## config.mk

```make
export PLATFORM = sky130hd
export DESIGN_NAME = fft_frame_ctrl_flat
export DESIGN_NICKNAME = d
export VERILOG_FILES = /design/src/rtl/fft_frame_ctrl_pkg.sv /design/src/rtl/fft_frame_ctrl_if.sv /design/src/rtl/fft_frame_ctrl.sv /design/src/flat_wrapper.sv
export SDC_FILE = /design/constraint.sdc
export NUM_CORES = 1
export LEC_CHECK = 0
export CAP_MARGIN = 20
export CORE_ASPECT_RATIO = 0.6
export CORE_UTILIZATION = 42
export CTS_CLUSTER_SIZE = 25
export DETAILED_ROUTE_END_ITERATION = 12
export PLACE_DENSITY = 0.85
export REMOVE_ABC_BUFFERS = 1
export SLEW_MARGIN = 20
export SYNTH_ARGS = -nofsm -noshare
export SYNTH_HDL_FRONTEND = slang
export SYNTH_SLANG_ARGS = --single-unit
```

## constraint.sdc

```tcl
create_clock -name clk -period 5.25 [get_ports clk]
set_input_delay 1.05 -clock clk [delete_from_list [all_inputs] [get_ports clk]]
set_output_delay 1.05 -clock clk [all_outputs]
set_load 0.005 [all_outputs]
```

## src/rtl/fft_frame_ctrl_pkg.sv

```systemverilog
// fft_frame_ctrl_pkg: shared types, widths and config-word packing for the FFT frame controller
package fft_frame_ctrl_pkg;
  localparam int IN_AXI_WIDTH = 32;
  localparam int CFG_WIDTH = 16;
  localparam int CFG_FWD_INV_BIT = 0;
  localparam int CFG_SCALE_LSB = 1;
  localparam int CFG_SCALE_WIDTH = 12;
  typedef enum logic [1:0] {
    IDLE   = 2'd0,
    CONFIG = 2'd1,
    STREAM = 2'd2
  } state_t;
  // Packs direction and scale schedule into the FFT config word; unused bits stay zero.
  function automatic logic [CFG_WIDTH-1:0] cfg_word(input logic fwd_inv, input logic [CFG_SCALE_WIDTH-1:0] scale_sch);
    logic [CFG_WIDTH-1:0] w;
    w = '0;
    w[CFG_FWD_INV_BIT] = fwd_inv;
    w[CFG_SCALE_LSB +: CFG_SCALE_WIDTH] = scale_sch;
    return w;
  endfunction
endpackage

```

## src/rtl/fft_frame_ctrl_if.sv

```systemverilog
// fft_frame_ctrl_if: sample in/out streams, FFT config channel and FFT output monitor taps
interface fft_frame_ctrl_if;
  import fft_frame_ctrl_pkg::*;
  logic                    s_axis_tvalid;
  logic [IN_AXI_WIDTH-1:0] s_axis_tdata;
  logic                    s_axis_tready;
  logic                    m_axis_tvalid;
  logic [IN_AXI_WIDTH-1:0] m_axis_tdata;
  logic                    m_axis_tlast;
  logic                    m_axis_tready;
  logic                    m_cfg_tvalid;
  logic [CFG_WIDTH-1:0]    m_cfg_tdata;
  logic                    m_cfg_tready;
  logic                    fft_out_tvalid;
  logic                    fft_out_tready;
  logic                    fft_out_tlast;
  modport master (
    input  s_axis_tvalid, s_axis_tdata, m_axis_tready, m_cfg_tready,
           fft_out_tvalid, fft_out_tready, fft_out_tlast,
    output s_axis_tready, m_axis_tvalid, m_axis_tdata, m_axis_tlast,
           m_cfg_tvalid, m_cfg_tdata
  );
  modport slave (
    output s_axis_tvalid, s_axis_tdata, m_axis_tready, m_cfg_tready,
           fft_out_tvalid, fft_out_tready, fft_out_tlast,
    input  s_axis_tready, m_axis_tvalid, m_axis_tdata, m_axis_tlast,
           m_cfg_tvalid, m_cfg_tdata
  );
endinterface

```

## src/rtl/fft_frame_ctrl.sv

```systemverilog
// fft_frame_ctrl: frames the windowed sample stream for the FFT, sends config, caps frames in flight
module fft_frame_ctrl
  import fft_frame_ctrl_pkg::*;
#(
  parameter int FFT_SIZE = 4096,
  parameter int MAX_INFLIGHT = 2
) (
  input  logic                       clk,
  input  logic                       reset_n,
  fft_frame_ctrl_if.master           bus,
  input  logic                       evt_tlast_unexpected,
  input  logic                       evt_tlast_missing,
  input  logic                       enable,
  input  logic                       cfg_fwd_inv,
  input  logic [CFG_SCALE_WIDTH-1:0] cfg_scale_sch,
  input  logic                       cfg_update,
  input  logic                       err_clr,
  output logic [31:0]                frame_count,
  output logic [2:0]                 inflight,
  output logic [1:0]                 err_status,
  output logic                       busy
);
  localparam int CW = $clog2(FFT_SIZE);
  localparam logic [CW-1:0] LAST = CW'(FFT_SIZE - 1);
  localparam logic [2:0] MAX_IF = 3'(MAX_INFLIGHT);
  state_t                     state, next_state;
  logic [CW-1:0]              sample_cnt;
  logic                       cfg_pending;
  logic                       cfg_fwd_q;
  logic [CFG_SCALE_WIDTH-1:0] cfg_scale_q;
  logic                       gate, m_hs, tlast_hs, out_hs, cfg_hs, cfg_changed, cfg_enter;
  // Zero-latency stream gating: stalls only when a new frame would exceed the in-flight cap.
  always_comb begin
    gate = (state == STREAM) && !(sample_cnt == '0 && inflight == MAX_IF);
    bus.s_axis_tready = bus.m_axis_tready & gate;
    bus.m_axis_tvalid = bus.s_axis_tvalid & gate;
    bus.m_axis_tdata = bus.s_axis_tdata;
    bus.m_axis_tlast = sample_cnt == LAST;
    bus.m_cfg_tvalid = state == CONFIG;
    bus.m_cfg_tdata = cfg_word(cfg_fwd_q, cfg_scale_q);
    m_hs = bus.m_axis_tvalid & bus.m_axis_tready;
    tlast_hs = m_hs & bus.m_axis_tlast;
    out_hs = bus.fft_out_tvalid & bus.fft_out_tready & bus.fft_out_tlast;
    cfg_hs = bus.m_cfg_tvalid & bus.m_cfg_tready;
    cfg_changed = {cfg_fwd_inv, cfg_scale_sch} != {cfg_fwd_q, cfg_scale_q};
    busy = state != IDLE;
  end
  // Next-state: leave STREAM only on a tlast handshake, so frames are never truncated.
  always_comb begin
    next_state = state;
    case (state)
      IDLE:    next_state = enable ? CONFIG : IDLE;
      CONFIG:  next_state = cfg_hs ? STREAM : CONFIG;
      STREAM:  next_state = !tlast_hs ? STREAM : !enable ? IDLE : cfg_pending ? CONFIG : STREAM;
      default: next_state = IDLE;
    endcase
    cfg_enter = (next_state == CONFIG) && (state != CONFIG);
  end
  // State register.
  always_ff @(posedge clk or negedge reset_n) begin
    if (!reset_n) state <= IDLE;
    else state <= next_state;
  end
  // Config latch on CONFIG entry; pending flag re-arms on update or on any input change.
  always_ff @(posedge clk or negedge reset_n) begin
    if (!reset_n) begin
      cfg_fwd_q <= 1'b0;
      cfg_scale_q <= '0;
      cfg_pending <= 1'b1;
    end else begin
      if (cfg_enter) begin
        cfg_fwd_q <= cfg_fwd_inv;
        cfg_scale_q <= cfg_scale_sch;
      end
      cfg_pending <= (cfg_update | cfg_changed) ? 1'b1 : cfg_hs ? 1'b0 : cfg_pending;
    end
  end
  // Sample position, frame counter and saturating in-flight frame count.
  always_ff @(posedge clk or negedge reset_n) begin
    if (!reset_n) begin
      sample_cnt <= '0;
      frame_count <= '0;
      inflight <= '0;
    end else begin
      if (m_hs) sample_cnt <= sample_cnt + 1'b1;
      if (tlast_hs) frame_count <= frame_count + 32'd1;
      if (tlast_hs && !out_hs && inflight != MAX_IF) inflight <= inflight + 3'd1;
      else if (!tlast_hs && out_hs && inflight != '0) inflight <= inflight - 3'd1;
    end
  end
  // Sticky error flags; a new event outranks a simultaneous clear.
  always_ff @(posedge clk or negedge reset_n) begin
    if (!reset_n) err_status <= '0;
    else err_status <= (err_clr ? 2'b00 : err_status) | {evt_tlast_missing, evt_tlast_unexpected};
  end
endmodule

```

## src/flat_wrapper.sv

```systemverilog
// flat-port wrapper written by rule: the top's interface ports become plain ports
module fft_frame_ctrl_flat import fft_frame_ctrl_pkg::*;
#(
  parameter int FFT_SIZE = 4096,
  parameter int MAX_INFLIGHT = 2
)
  (clk, reset_n, evt_tlast_unexpected, evt_tlast_missing, enable, cfg_fwd_inv, cfg_scale_sch, cfg_update, err_clr, frame_count, inflight, err_status, busy, bus_s_axis_tvalid, bus_s_axis_tdata, bus_m_axis_tready, bus_m_cfg_tready, bus_fft_out_tvalid, bus_fft_out_tready, bus_fft_out_tlast, bus_s_axis_tready, bus_m_axis_tvalid, bus_m_axis_tdata, bus_m_axis_tlast, bus_m_cfg_tvalid, bus_m_cfg_tdata);
  fft_frame_ctrl_if bus_i ();
  input  logic clk;
  input  logic reset_n;
  input  logic evt_tlast_unexpected;
  input  logic evt_tlast_missing;
  input  logic enable;
  input  logic cfg_fwd_inv;
  input  logic [CFG_SCALE_WIDTH-1:0] cfg_scale_sch;
  input  logic cfg_update;
  input  logic err_clr;
  output logic [31:0] frame_count;
  output logic [2:0] inflight;
  output logic [1:0] err_status;
  output logic busy;
  input wire logic [$bits(bus_i.s_axis_tvalid)-1:0] bus_s_axis_tvalid;
  input wire logic [$bits(bus_i.s_axis_tdata)-1:0] bus_s_axis_tdata;
  input wire logic [$bits(bus_i.m_axis_tready)-1:0] bus_m_axis_tready;
  input wire logic [$bits(bus_i.m_cfg_tready)-1:0] bus_m_cfg_tready;
  input wire logic [$bits(bus_i.fft_out_tvalid)-1:0] bus_fft_out_tvalid;
  input wire logic [$bits(bus_i.fft_out_tready)-1:0] bus_fft_out_tready;
  input wire logic [$bits(bus_i.fft_out_tlast)-1:0] bus_fft_out_tlast;
  output wire logic [$bits(bus_i.s_axis_tready)-1:0] bus_s_axis_tready;
  output wire logic [$bits(bus_i.m_axis_tvalid)-1:0] bus_m_axis_tvalid;
  output wire logic [$bits(bus_i.m_axis_tdata)-1:0] bus_m_axis_tdata;
  output wire logic [$bits(bus_i.m_axis_tlast)-1:0] bus_m_axis_tlast;
  output wire logic [$bits(bus_i.m_cfg_tvalid)-1:0] bus_m_cfg_tvalid;
  output wire logic [$bits(bus_i.m_cfg_tdata)-1:0] bus_m_cfg_tdata;
  assign bus_i.s_axis_tvalid = bus_s_axis_tvalid;
  assign bus_i.s_axis_tdata = bus_s_axis_tdata;
  assign bus_i.m_axis_tready = bus_m_axis_tready;
  assign bus_i.m_cfg_tready = bus_m_cfg_tready;
  assign bus_i.fft_out_tvalid = bus_fft_out_tvalid;
  assign bus_i.fft_out_tready = bus_fft_out_tready;
  assign bus_i.fft_out_tlast = bus_fft_out_tlast;
  assign bus_s_axis_tready = bus_i.s_axis_tready;
  assign bus_m_axis_tvalid = bus_i.m_axis_tvalid;
  assign bus_m_axis_tdata = bus_i.m_axis_tdata;
  assign bus_m_axis_tlast = bus_i.m_axis_tlast;
  assign bus_m_cfg_tvalid = bus_i.m_cfg_tvalid;
  assign bus_m_cfg_tdata = bus_i.m_cfg_tdata;
  fft_frame_ctrl #(.FFT_SIZE(FFT_SIZE), .MAX_INFLIGHT(MAX_INFLIGHT)) u_core (.clk(clk), .reset_n(reset_n), .bus(bus_i), .evt_tlast_unexpected(evt_tlast_unexpected), .evt_tlast_missing(evt_tlast_missing), .enable(enable), .cfg_fwd_inv(cfg_fwd_inv), .cfg_scale_sch(cfg_scale_sch), .cfg_update(cfg_update), .err_clr(err_clr), .frame_count(frame_count), .inflight(inflight), .err_status(err_status), .busy(busy));
endmodule
```

# --- After elaboration in Yosys (flattened, before gate mapping) ---
# Cells that the tools add are included.
word_totals:
  input_bits: 58
  out_inout_bits: 90
  reg_bits: 65
  word_cells: 56
classes:
  mux: 11
  n_bitwise: 9
  n_addsub: 4
  eq_ne: 8
  reduce_logical: 16
ops:
  columns: ["operator", "count"]
  rows:
  - ["$add A32 B1 Y32 const B", 1]
  - ["$ne A13 B13 Y1", 1]
  - ["$add A12 B1 Y12 const B", 1]
  - ["$eq A12 B12 Y1 const B", 1]
  - ["$logic_not A12 Y1", 1]
  - ["$mux W2", 5]
  - ["$and A1 B1 Y1", 7]
  - ["$logic_and A1 B1 Y1", 7]
  - ["$mux W3", 2]
  - ["$pmux W2 S3", 1]
  - ["$reduce_bool A2 Y1", 3]
  - ["$eq A2 B1 Y1 const B", 2]
  - ["$add A3 B1 Y3 const B", 1]
  - ["$eq A3 B2 Y1 const B", 1]
  - ["$logic_not A1 Y1", 3]
  - ["$mux W1", 3]
  - ["$ne A3 B2 Y1 const B", 1]
  - ["$reduce_bool A3 Y1", 1]
  - ["$sub A3 B1 Y3 const B", 1]
  - ["$eq A2 B2 Y1 const B", 1]
  - ["$logic_not A2 Y1", 1]
  - ["$ne A2 B1 Y1 const B", 1]
  - ["$or A2 B2 Y2", 1]
  - ["$or A1 B1 Y1", 1]

# --- Logic depth before layout (Yosys ltp) ---
# Gate-level depths: netlist (run 1).
depth:
  ltp_word: 12
  ltp_mapped: 9
  ltp_nobuf: 8

# --- Worst setup path after synthesis (run 1) ---
# OpenSTA, ideal clock, no wires.
synth_timing:
  kind: "input to register"
  startpoint: "input bus_m_axis_tready"
  endpoint: "register u_core.inflight[2]"
  setup_ns: 0.128
  stages: 8
  arrival_ns: 3.111
  setup_slack_ns: 2.011
  cell_sequence: "nand4b_1 > or4_4 > buf_6 > or3_2 > fa_1 > xor2_1 > o21ai_0 > mux2i_1"
synth_via:
  elab_chain_cells: 6
synth_lines:
  columns: ["item", "line_no", "rtl"]
  rows:
  - ["start, declared", "flat_wrapper.sv:24", "input wire logic [$bits(bus_i.m_axis_tready)-1:0] bus_m_axis_tready;"]
  - ["$and A1 B1 Y1 (*)", "fft_frame_ctrl.sv:41", "m_hs = bus.m_axis_tvalid & bus.m_axis_tready;"]
  - ["$and A1 B1 Y1 (*)", "fft_frame_ctrl.sv:42", "tlast_hs = m_hs & bus.m_axis_tlast;"]
  - ["$logic_not A1 Y1", null, null]
  - ["$logic_and A1 B1 Y1 (2 in a row)", "fft_frame_ctrl.sv:88", "else if (!tlast_hs && out_hs && inflight != '0) inflight <= inflight - 3'd1;"]
  - ["$reduce_bool A2 Y1 (no source line)", null, null]
  - ["end signal, assigned", "fft_frame_ctrl.sv:87", "if (tlast_hs && !out_hs && inflight != MAX_IF) inflight <= inflight + 3'd1;"]
  - ["end signal, assigned", "fft_frame_ctrl.sv:88", null]
  - ["end, declared", "fft_frame_ctrl.sv:19", "output logic [2:0] inflight,"]
# Every way passes the cells marked *; elsewhere a longest branch is shown, timed or not.
# A chain may end at the register's enable or synchronous reset.

# --- Worst setup path after layout (run 1) ---
# Same ends and word-level chain as after synthesis.

==> results of run 1 <==
power by group through the flow:
stage / combinational, uW / sequential, uW / clock, uW
floorplan: 243 / 684 / 0
global placement: 463 / 691 / 0
detailed placement: 478 / 698 / 0
CTS: 481 / 692 / 701
global route: 531 / 709 / 724
finish: 476 / 692 / 689
metal layers:
layer  wire, microns  vias to the layer above  share of wire, %
met5               0                        -                 0
met4              70                        0              0.82
met3            1124                       10                13
met2            3543                      140                42
met1            3775                     1272                44
li1                -                     1195                 -
cells by family (layout without fill, tap and decap cells):
| kind of cell | after synthesis | count (layout) |
|---|---|---|
| and+or+nand+nor | 119 | 119 |
| DFF | 65 | 65 |
| xor gates and xnor gates | 57 | 57 |
| buffers and inverters | 45 | 103 |
| AOI/OAI and AO/OA | 15 | 15 |
| muxes | 14 | 14 |
| adders and majority gates | 4 | 4 |
| other | 1 | 3 |
final cells by class:
cell class	instances	area, sq um
well taps	108	135.1
inverters	5	18.77
multi-input cells	212	1562
clock inverters	7	118.9
repair buffers	82	810.8
fillers	663	3478
flip-flops and latches	65	1628
clock buffers	9	225.2
state kept, by name (all words and copies together), names as in the netlist:
name,flops
u_core.cfg_fwd_q,1
u_core.sample_cnt,12
u_core.cfg_scale_q,12
u_core.cfg_pending,1
u_core.frame_count,32
u_core.err_status,2
u_core.inflight,3
u_core.state,2
worst paths after layout:
kind | from | end | slack [ns] | cells after the start
hold / removal | u_core.frame_count[31] | u_core.frame_count[31] | 0.46 | 1
setup / recovery | bus_m_axis_tready | u_core.inflight[2] | 1.64 | 7
setup reg to reg | u_core.sample_cnt[0] | u_core.inflight[2] | 2.31 | 7
max in group asynchronous | reset_n | u_core.frame_count[13] | 3.80 | 2
min in group asynchronous | reset_n | u_core.inflight[1] | 0.88 | 2
hold reg to reg | u_core.frame_count[31] | u_core.frame_count[31] | 0.46 | 1
worst reg2reg max path, cell delays in order (launching register included):
cell and delay (ns):
dfrtp_1 0.37, ha_1 0.24, nand3_1 0.18, or4_4 0.66, or3_2 0.53, fa_1 0.43
o21ai_0 0.26, mux2i_1 0.22
Yosys cell counts, types with 2 or more instances:
cell type	number	area share (%)
inv_1	5	0.54
nand2_1	21	2.3
nand4_1	20	3.6
buf_6	2	0.64
o21ai_0	5	0.71
buf_4	36	7.7
a21o_1	3	0.64
a21oi_1	2	0.29
xnor2_1	36	9.0
ha_1	3	1.1
mux2_4	6	2.6
and4_1	4	1.0
and3_2	3	0.64
nor2_1	7	0.75
mux2_2	7	2.3
nor3_1	7	1.0
nor2b_1	2	0.36
nand2b_1	4	0.71
nand3_1	20	2.9
xor2_1	21	5.3
nor4_1	5	0.89
and3_1	11	2.0
dfrtp_1	64	46
nor3_4	2	0.93
metrics by stage:
step	instance area [sq um]	hold slack [ns]	utilization (%)	instances
2_1_floorplan	3208	0.4646	-	282
3_3_place_gp	4154	0.4556	52.08	472
3_5_place_dp	4154	0.4624	52.08	472
4_1_cts	4498	0.4699	56.39	488
5_1_grt	4498	0.5013	56.39	488
6_report	4498	0.4644	56.39	488
==> impl_metrics.tcl, run 1 <==
set metrics [dict create \
    synth_adder_area_share_pct 1.643 \
    boundaryPins 148 \
    portBuffers 80 \
    fin_ws_ns 1.635 \
    core_sq_um 7976 \
    synth_edf_count 0 \
    intPower_uw 1353 \
    synthSimpleGateAreaFrac_pct 20.51 \
    slowest_delay_ns 0.63 \
    power.total_uw 1856 \
    grt-ovfl-total 0 \
    clock_path_buffers 2 \
    path_max_fanout 10 \
    muxShareOfSynthArea_pct 5.109 \
    drive_gt1_share_pct 11.84 \
    crit_buf_inv 1 \
    end_kind "flop" \
    final_common_cell "clkdlybuf4s50_1" \
    dp_slack_ns 1.314 \
    cts_root_buf "clkbuf_16" \
    num_vias 2617 \
    fin_skew_ns 0.005161 \
    syn_area_per_cell_sq_um 10.94 \
    synth_compound_area_share_pct 2.751 \
    grtUsageTotal_pct 20.95 \
    vias_per_cell 5.363 \
    ys_ff_latch 65 \
    grt_max_degree 66 \
    firstDrtPassIters 4 \
    drc 0 \
    p_leak_uw 0.001983 \
    drt-total-wl_mm 8.514 \
    ys_seq_area_share_pct 46.48 \
    post-cts-setup-buffers 0 \
    hold_path.class "flop to flop" \
    wl_per_cell_microns 17.45 \
    crit_path_top_delay_cell "or4_4" \
    hold_violations 0 \
    tritoncts "built" \
    fin_tns_setup_ns 0 \
    worstMarginPinSlew_ns 0.8333 \
    cts.clk_slew.worst_paths_ns 0.06 \
    drv_slew 0 \
    netlist_area_sq_um 3502 \
    floorplan.initialDensity_pct 43.91 \
    ctsHoldBuffers 0 \
    clk_latency_ns 0.34 \
    path_cells "clkdlybuf4s50_1, nand4b_1, or4_4, or3_2, fa_1, o21ai_0, mux2i_1" \
    critical-path-top-delay-family "simple AND/OR/NAND/NOR gates" \
    postCtsResizedCells 0 \
    ant_nets 0 \
    hpwlAfterDp_mm 6.213 \
    p_clk_share_pct 37.1 \
    drt-initial-drc-count 139 \
    max_freq_ghz 0.2766 \
    synth-main-ff-cell "dfrtp_1" \
    synth_top_family_by_area "simple AND/OR/NAND/NOR gates" \
    layout_common_cells "79 x clkdlybuf4s50_1, 64 x dfrtp_1, 36 x xnor2_1, 21 x nand2_1, 21 x xor2_1" \
    finalCritPeriodShare_pct 68.85 \
    synth_xor_area_share_pct 14.26 \
    grt_pass1_wl_mm 13.41 \
    critPathRequiredTime_ns 5.51 \
    ir_drop_uv 238.3 \
    area_growth_pct 28.44 \
    synth_warnings 0 \
    switchingPower_uw 503.8 \
    combPwrFrac_pct 25.6 \
    use_met2_pct 28.00 \
    powerDensity_nw_per_um2 412.7 \
    rsz0062_at_grt "no" \
    gp_congestion 0.8477 \
    worstSetupPathType "input port to flop" \
    synthCells 320 \
    grt-busiest-layer "met2" \
    rows 25 \
    cts_made_buffers 9 \
    met3_usage_pct 13.28 \
    antenna_cells 0 \
    drv_cap 0 \
    clkSinkCount 65 \
    die_h_microns 72.73 \
    die_w_microns 119.9 \
    grt_pass1_vias 2501 \
    post_synth_num_cell_types 48 \
    cts_max_level 3 \
    p_seq_share_pct 37.3 \
    arrival_ns 3.87 \
    period_needed_ns 3.615 \
    dieArea_sq_um 8719 \
    antenna_found_initial 0 \
    setup_viol 0 \
    layout.nets 437 \
    worstSetupStartpointType "input port" \
    met1_usage_pct 27.17 \
    p_sw_share_pct 27.14 \
    relSlewSlack_pct 44.45 \
    ys_async_sr_fraction_pct 100.0 \
    status "completed" \
]
Power figures use the tool's default switching activity.
==> inputs of run 2 (changes only) <==
--- a/config.mk
+++ b/config.mk
@@ -7,10 +7,10 @@
 export LEC_CHECK = 0
 export CAP_MARGIN = 20
 export CORE_ASPECT_RATIO = 0.6
-export CORE_UTILIZATION = 42
+export CORE_UTILIZATION = 39
 export CTS_CLUSTER_SIZE = 25
 export DETAILED_ROUTE_END_ITERATION = 12
-export PLACE_DENSITY = 0.85
+export PLACE_DENSITY = 0.83
 export REMOVE_ABC_BUFFERS = 1
 export SLEW_MARGIN = 20
 export SYNTH_ARGS = -nofsm -noshare
==> constraint.sdc (replaced) <==
create_clock -name clk -period 3.2 [get_ports clk]
set_input_delay 0.64 -clock clk [delete_from_list [all_inputs] [get_ports clk]]
set_output_delay 0.64 -clock clk [all_outputs]
set_load 0.005 [all_outputs]
==> run 2 against run 1 <==
- worst setup slack got worse by 1.3 ns
- critical path type is now flop to output pin
- sequential share of layout area increased by 0.071 points
- largest power group unchanged
- core utilization down 4.3 points
==> impl_metrics.tcl, run 2 (synthesized netlist as in run 1, its figures left out) <==
set metrics [dict create \
    status "completed" \
    fin_skew_ns 0.006064 \
    portBuffers 80 \
    p_leak_uw 0.001983 \
    layout.nets 440 \
    ant_nets 0 \
    dieArea_sq_um 9375 \
    antenna_found_initial 0 \
    largest_register_ffs 32 \
    boundaryPins 148 \
    ir_drop_uv 433.4 \
    rows 26 \
    wl_per_cell_microns 17.58 \
    place_area_sq_um 4182 \
    end_kind "output pin" \
    num_vias 2606 \
    firstDrtPassIters 4 \
    post-cts-setup-buffers 0 \
    clkSinkCount 65 \
    core_sq_um 8621 \
    path_max_fanout 8 \
    cts.clk_slew.worst_paths_ns 0.06 \
    reg_top3 "u_core.frame_count x32, u_core.cfg_scale_q x12, u_core.sample_cnt x12" \
    drv_cap 0 \
    regMostFlops "u_core.frame_count" \
    floorplan.initialDensity_pct 40.62 \
    slowest_delay_ns 0.50 \
    drv_slew 0 \
    dp_slack_ns 0.005045 \
    critPathRequiredTime_ns 2.56 \
    cts_max_level 3 \
    r2r_cells 8 \
    clk_latency_ns 0.33 \
    grt_pass1_wl_mm 13.59 \
    antenna_cells 0 \
    arrival_ns 2.23 \
    crit_path_top_delay_cell "dfrtp_1" \
    fin_tns_setup_ns 0 \
    grt_max_degree 33 \
    hold_path.class "input port to async pin" \
    finalCritPeriodShare_pct 89.61 \
    max_freq_ghz 0.3487 \
    crit_end "bus_m_axis_tvalid" \
    path_cells "nor3b_1, nand4_1, and3_1, clkdlybuf4s50_1" \
    worstSetupPathType "flop to output pin" \
    gp_congestion 0.8601 \
    grt_pass1_vias 2616 \
    die_h_microns 75.40 \
    drive_gt1_share_pct 12.27 \
    cts_made_buffers 9 \
    worstMarginPinSlew_ns 0.6232 \
    layout_common_cells "79 x clkdlybuf4s50_1, 64 x dfrtp_1, 36 x xnor2_1, 21 x nand2_1, 21 x xor2_1" \
    ctsHoldBuffers 0 \
    worstSetupStartpointType "flop" \
    crit_buf_inv 1 \
    die_w_microns 124.3 \
    vias_per_cell 5.265 \
    r2r-end "u_core.inflight[2]" \
    rrSetupSlack_ns 0.43 \
    power.total_uw 2914 \
    cp-startpoint "u_core.inflight[1]" \
    powerDensity_nw_per_um2 649.1 \
    drt-initial-drc-count 149 \
    hold_violations 0 \
    tritoncts "built" \
    r2r-start "u_core.sample_cnt[0]" \
    worst-path-stages 4 \
    area_growth_pct 28.19 \
    rsz0062_at_grt "no" \
    critical-path-top-delay-family "simple AND/OR/NAND/NOR gates" \
    setup_viol 0 \
    final_common_cell "clkdlybuf4s50_1" \
    relSlewSlack_pct 58.13 \
    drc 0 \
    final_area_sq_um 4489 \
    hpwlAfterDp_mm 6.548 \
    cts_root_buf "clkbuf_16" \
    period_needed_ns 2.868 \
    grtUsageTotal_pct 19.52 \
    whs_ns 0.1823 \
    postCtsResizedCells 0 \
    fin_ws_ns 0.3325 \
    grt-ovfl-total 0 \
    clock_path_buffers 2 \
    drt-total-wl_mm 8.702 \
]
==> run 2: cell count changes in the layout (fill, tap and decap cells not counted), sizes merged <==
cell      delta
clkinvlp     -1
clkbuf       +3
buf          +3
bufinv       -2
==> run 2: per-stage QoR <==
stage	instances	util [%]
2_1_floorplan	282	-
3_3_place_gp	479	48.51
3_5_place_dp	479	48.51
4_1_cts	495	52.08
5_1_grt	495	52.08
6_report	495	52.08
==> run 2: worst min-delay path by stage <==
stage	slack (ns)	end	cells after the start
finish	0.18	u_core.inflight[2]	1
global route	0.20	u_core.sample_cnt[6]	1
CTS	0.18	u_core.sample_cnt[6]	1
detailed placement	0.46	u_core.frame_count[31]	1
global placement	0.46	u_core.frame_count[31]	1
floorplan	0.34	u_core.cfg_fwd_q	0
==> run 2: cell type report <==
| cell class | instances | area (sq um) |
|---|---|---|
| well taps | 112 | 140.1 |
| fillers | 735 | 4131 |
| repair buffers | 85 | 833.3 |
| multi-input cells | 212 | 1562 |
| inverters | 5 | 18.77 |
| clock buffers | 12 | 256.5 |
| flip-flops and latches | 65 | 1628 |
| clock inverters | 4 | 51.30 |
==> run 2: power by group <==
group | internal, uW | total, uW | switching, uW | leakage, uW
Sequential | 967 | 1130 | 164 | 0.000856
Clock | 645 | 996 | 351 | 0.000149
Combinational | 495 | 787 | 292 | 0.000979
==> run 2: per-layer routing <==
layer	part of all wire, %	track usage [%]
met4	0.90	6.426
met3	11	11.73
met1	46	24.77
met2	42	27.01
met5	0.39	4.412
==> inputs of run 3 (changes only) <==
--- a/config.mk
+++ b/config.mk
@@ -12,7 +12,7 @@
 export DETAILED_ROUTE_END_ITERATION = 12
 export PLACE_DENSITY = 0.83
 export REMOVE_ABC_BUFFERS = 1
-export SLEW_MARGIN = 20
+export SLEW_MARGIN = 10
 export SYNTH_ARGS = -nofsm -noshare
 export SYNTH_HDL_FRONTEND = slang
 export SYNTH_SLANG_ARGS = --single-unit
==> results of run 3 <==
Same layout as run 2: the final DEF is identical, and so are final timing and power.
==> RTL change 1: new RTL, settings of run 2 <==
Change the package constant `IN_AXI_WIDTH` from 32 to 64.
--- a/src/rtl/fft_frame_ctrl_pkg.sv
+++ b/src/rtl/fft_frame_ctrl_pkg.sv
@@ -1,6 +1,6 @@
 // fft_frame_ctrl_pkg: shared types, widths and config-word packing for the FFT frame controller
 package fft_frame_ctrl_pkg;
-  localparam int IN_AXI_WIDTH = 32;
+  localparam int IN_AXI_WIDTH = 64;
   localparam int CFG_WIDTH = 16;
   localparam int CFG_FWD_INV_BIT = 0;
   localparam int CFG_SCALE_LSB = 1;
Ports: changed (resized bus_m_axis_tdata and bus_s_axis_tdata); port bits go from 148 to 212. No check against the original RTL was run, so the function may have changed too.
==> RTL change 1 against run 2 <==
Sequential cell count did not move; worst setup slack got worse by 0.052 ns; wire length rose by 42%; synthesized area rose by 6.9%; maximum frequency fell by 1.8%; count of clock-buffer cells in the layout fell by 3; sequential share of layout area fell by 0.28 points; cell area rose by 0.78%; worst hold slack improved by 0.21 ns; global-route usage rose by 6.8 points; power rose by 3.4%; critical endpoint unchanged.
==> RTL change 1: results (changes against run 2) <==
* Outcome: completed (unchanged)
* Fin nets at 471 (was 440)
* Setup WS pre-CTS at -0.00861 ns (was 0.00505 ns)
* Sequential fraction of the synthesis area at 0.435 (was 0.465)
* Global Route Usage Sum at 0.263 (was 0.195)
* CP max-delay cell: clkdlybuf4s50_1 (was dfrtp_1)
* Dpl cell area at 4200 um2 (was 4180 um2)
* Commonest cells post-synth: 68 x buf_4, 64 x dfrtp_1, 36 x xnor2_1 (was 64 x dfrtp_1, 36 x buf_4, 36 x xnor2_1)
* Placed insts at 496 (was 479)
* Arr. time, crit path at 2.28 ns (was 2.23 ns)
* RR Startpoint: u_core.sample_cnt[1] (was u_core.sample_cnt[0])
* Final wirelength at 12300 um (was 8700 um)
* Worst Skew at 0.00961 ns (was 0.00606 ns)
* Critical Path Source: u_core.sample_cnt[0] (was u_core.inflight[1])
* Vias/cell at 5.45 (was 5.26)
* Synth Area in Compound Gates at 0.0257 (was 0.0275)
* WHS at 0.389 ns (was 0.182 ns)
* Synthesized netlist cell count at 352 (was 320)
* Share of cells above drive strength 1 at 0.123 (about the same)
* Leak pwr at 0.00199 uW (was 0.00198 uW)
* Max Fclk at 0.342 GHz (was 0.349 GHz)
* XOR/XNOR Fraction of Synth Area at 0.133 (was 0.143)
* Synth area leaders: dfrtp_1 43%, buf_4 14%, xnor2_1 8.4% (was dfrtp_1 46%, xnor2_1 9.0%, buf_4 7.7%)
* Synthesized-area fraction occupied by adder cells at 0.0154 (was 0.0164)
* Worst R2R Setup Slack at 0.39 ns (was 0.43 ns)
* Crit Reg-Reg Endpoint: u_core.inflight[2] (unchanged)
* Mux contribution to synthesized area at 0.0478 (was 0.0511)
* Crit-path max FO at 3 (was 8)
* Vias in the first global route at 2766 (was 2616)
* Largest net degree at the start of global routing at 35 (was 33)
* Routability Congestion at 0.877 (was 0.860)
* Initial DRC count at 221 (was 149)
* Hold WC Path Type: input port to asynchronous set/reset pin (unchanged)
* Met3 usage at 0.260 (was 0.117)
* Headroom to the max-slew limit at 0.460 (was 0.581)
* Met2 GRT Util at 0.329 (was 0.270)
[RTL change 1: metal layers]
| metal | wire length (um) | up-vias |
|---|---|---|
| met5 | 163 | - |
| met2 | 4830 | 190 |
| met4 | 130 | 6 |
| met3 | 2170 | 24 |
| met1 | 5050 | 1363 |
| li1 | - | 1207 |
[RTL change 1: cell type report]
type                       instances  area, um2
clock buffer                       9        225
clock inverter                     7        103
fill                             854       4730
inverter                           5       18.8
multi-input combinational        212       1560
sequential                        65       1630
tap                              130        163
timing repair buffer              84        826
[RTL change 1: worst reg2reg max path, delay by kind of cell (launching register included)]
kind / cells / cell delay [ns]
adders and majority gates: 2 / 0.66
and+or+nand+nor: 3 / 1.23
DFF: 1 / 0.38
AOI/OAI and AO/OA: 1 / 0.17
xor gates and xnor gates: 1 / 0.16
muxes: 1 / 0.10
[RTL change 1: report_power, final]
part           internal [uW]  switching [uW]  leakage (uW)
Sequential               966             176      0.000856
Combinational            494             301      0.000974
Clock                    690             387      0.000157
==> RTL change 2: new RTL, flow settings as in run 2 <==
Without the edit above. Encoding of `state_t`: now one-hot (3 bits for 3 states).
--- a/src/rtl/fft_frame_ctrl_pkg.sv
+++ b/src/rtl/fft_frame_ctrl_pkg.sv
@@ -5,10 +5,10 @@
   localparam int CFG_FWD_INV_BIT = 0;
   localparam int CFG_SCALE_LSB = 1;
   localparam int CFG_SCALE_WIDTH = 12;
-  typedef enum logic [1:0] {
-    IDLE   = 2'd0,
-    CONFIG = 2'd1,
-    STREAM = 2'd2
+  typedef enum logic [2:0] {
+    IDLE   = 3'b001,
+    CONFIG = 3'b010,
+    STREAM = 3'b100
   } state_t;
   // Packs direction and scale schedule into the FFT config word; unused bits stay zero.
   function automatic logic [CFG_WIDTH-1:0] cfg_word(input logic fwd_inv, input logic [CFG_SCALE_WIDTH-1:0] scale_sch);
Behaviour: same outputs for any inputs over 10 cycles, from zero or initial values and one cycle with reset_n low; not proved beyond that.
==> RTL change 2 against run 2 <==
Cell area rose by 1.4%; synthesized area grew 3.8%; critical path depth grew 2; sequential cell count rose by 1; highest routed layer unchanged; final cell count increased by 3.2%; power is 1.6% higher; sequential power barely moved; worst setup slack lost 0.16 ns; worst hold slack improved by 0.29 ns; wire length increased by 3.4%; maximum frequency shrank 5.4%; synthesized cell count rose by 7.2%; global-route usage is 0.12 points higher; core utilization decreased by 0.24 points; critical endpoint unchanged.
==> RTL change 2: results (changes against run 2) <==
* Share of cells above drive strength 1 at 0.133 (was 0.123)
* Fin nets at 456 (was 440)
* Initial DRC count at 244 (was 149)
* Hpwl dp at 6590 um (was 6550 um)
* Setup WS pre-CTS at 0.185 ns (was 0.00505 ns)
* Switching pwr at 852 uW (was 808 uW)
* Synth area leaders: dfrtp_1 44%, buf_4 7.4%, xor2_1 7.2% (was dfrtp_1 46%, xnor2_1 9.0%, buf_4 7.7%)
* Synthesized-area fraction occupied by adder cells at 0.0158 (was 0.0164)
* Met3 usage at 0.103 (was 0.117)
* Worst setup margin at 0.168 ns (was 0.332 ns)
* Vias in the first global route at 2635 (was 2616)
* Commonest cells post-synth: 64 x dfrtp_1, 36 x buf_4, 30 x xor2_1 (was 64 x dfrtp_1, 36 x buf_4, 36 x xnor2_1)
* Slew @ Worst Pin at 0.821 ns (was 0.623 ns)
* Worst R2R Setup Slack at 0.31 ns (was 0.43 ns)
* Metal3 WL at 921 um (was 953 um)
* Synth Area in Compound Gates at 0.0324 (was 0.0275)
* Arr. time, crit path at 2.39 ns (was 2.23 ns)
* Non-Filler Instances at 511 (was 495)
* Metal2 WL at 3800 um (was 3660 um)
* Met1 GRT Util at 0.260 (was 0.248)
* Dpl cell area at 4260 um2 (was 4180 um2)
* Placed insts at 495 (was 479)
* Synthesized netlist cell count at 343 (was 320)
* RR Startpoint: u_core.sample_cnt[1] (was u_core.sample_cnt[0])
* Crit-path max FO at 11 (was 8)
* Vias at 2722 (was 2606)
* Outcome: completed (unchanged)
* XOR/XNOR Fraction of Synth Area at 0.135 (was 0.143)
* Wire length on met1 at 4170 um (was 3980 um)
* Routability Congestion at 0.792 (was 0.860)
* CP max-delay cell: clkdlybuf4s50_1 (was dfrtp_1)
* Sequential fraction of the synthesis area at 0.455 (was 0.465)
* Global Route Usage Sum at 0.196 (was 0.195)
* First-pass GRT wire length at 14600 um (was 13600 um)
* Met2 GRT Util at 0.271 (was 0.270)
## RTL change 2: cell count changes after synthesis, sizes merged, moves of 3 or more
cell / run 2 / this run
xnor2: 36 / 26
nor3b: 1 / 5
clkbuf: 1 / 4
xor2: 21 / 30
nand2: 21 / 27
nor4: 6 / 10
nor2: 8 / 16
nand4: 21 / 18
nand2b: 4 / 0
buf: 39 / 43
and3: 14 / 9
nor3: 9 / 15
inv: 5 / 11
## RTL change 2: how the worst min path moves through the flow
stage | start | slack (ns) | end | cells past startpoint
global placement | u_core.err_status[0] | 0.46 | u_core.err_status[0] | 1
CTS | u_core.frame_count[31] | 0.47 | u_core.frame_count[31] | 1
finish | u_core.frame_count[31] | 0.47 | u_core.frame_count[31] | 1
detailed placement | u_core.frame_count[31] | 0.46 | u_core.frame_count[31] | 1
global route | u_core.frame_count[31] | 0.49 | u_core.frame_count[31] | 1
floorplan | reset_n | 0.34 | u_core.cfg_fwd_q | 0
## RTL change 2: power by group through the flow
stage / clock network [uW] / registers (uW) / logic, uW
after floorplan: 0 / 1130 / 455
after detailed placement: 0 / 1140 / 863
final: 970 / 1130 / 863
after global placement: 0 / 1130 / 834
after global routing: 1030 / 1150 / 946
after CTS: 996 / 1130 / 868
## RTL change 2: cells by family after synthesis
family / Yosys count
xor+xnor: 56
fa+ha+maj: 4
simple gates: 127
mux: 15
buf+inv: 58
other cells: 1
compound gates: 16
flops: 66
## RTL change 2: final cells by class
cell class,count,area (um2)
fillers,763,4230
flip-flops and latches,66,1650
multi-input cells,221,1590
repair buffers,85,833
clock buffers,9,225
well taps,112,140
clock inverters,7,68.8
inverters,11,41.3
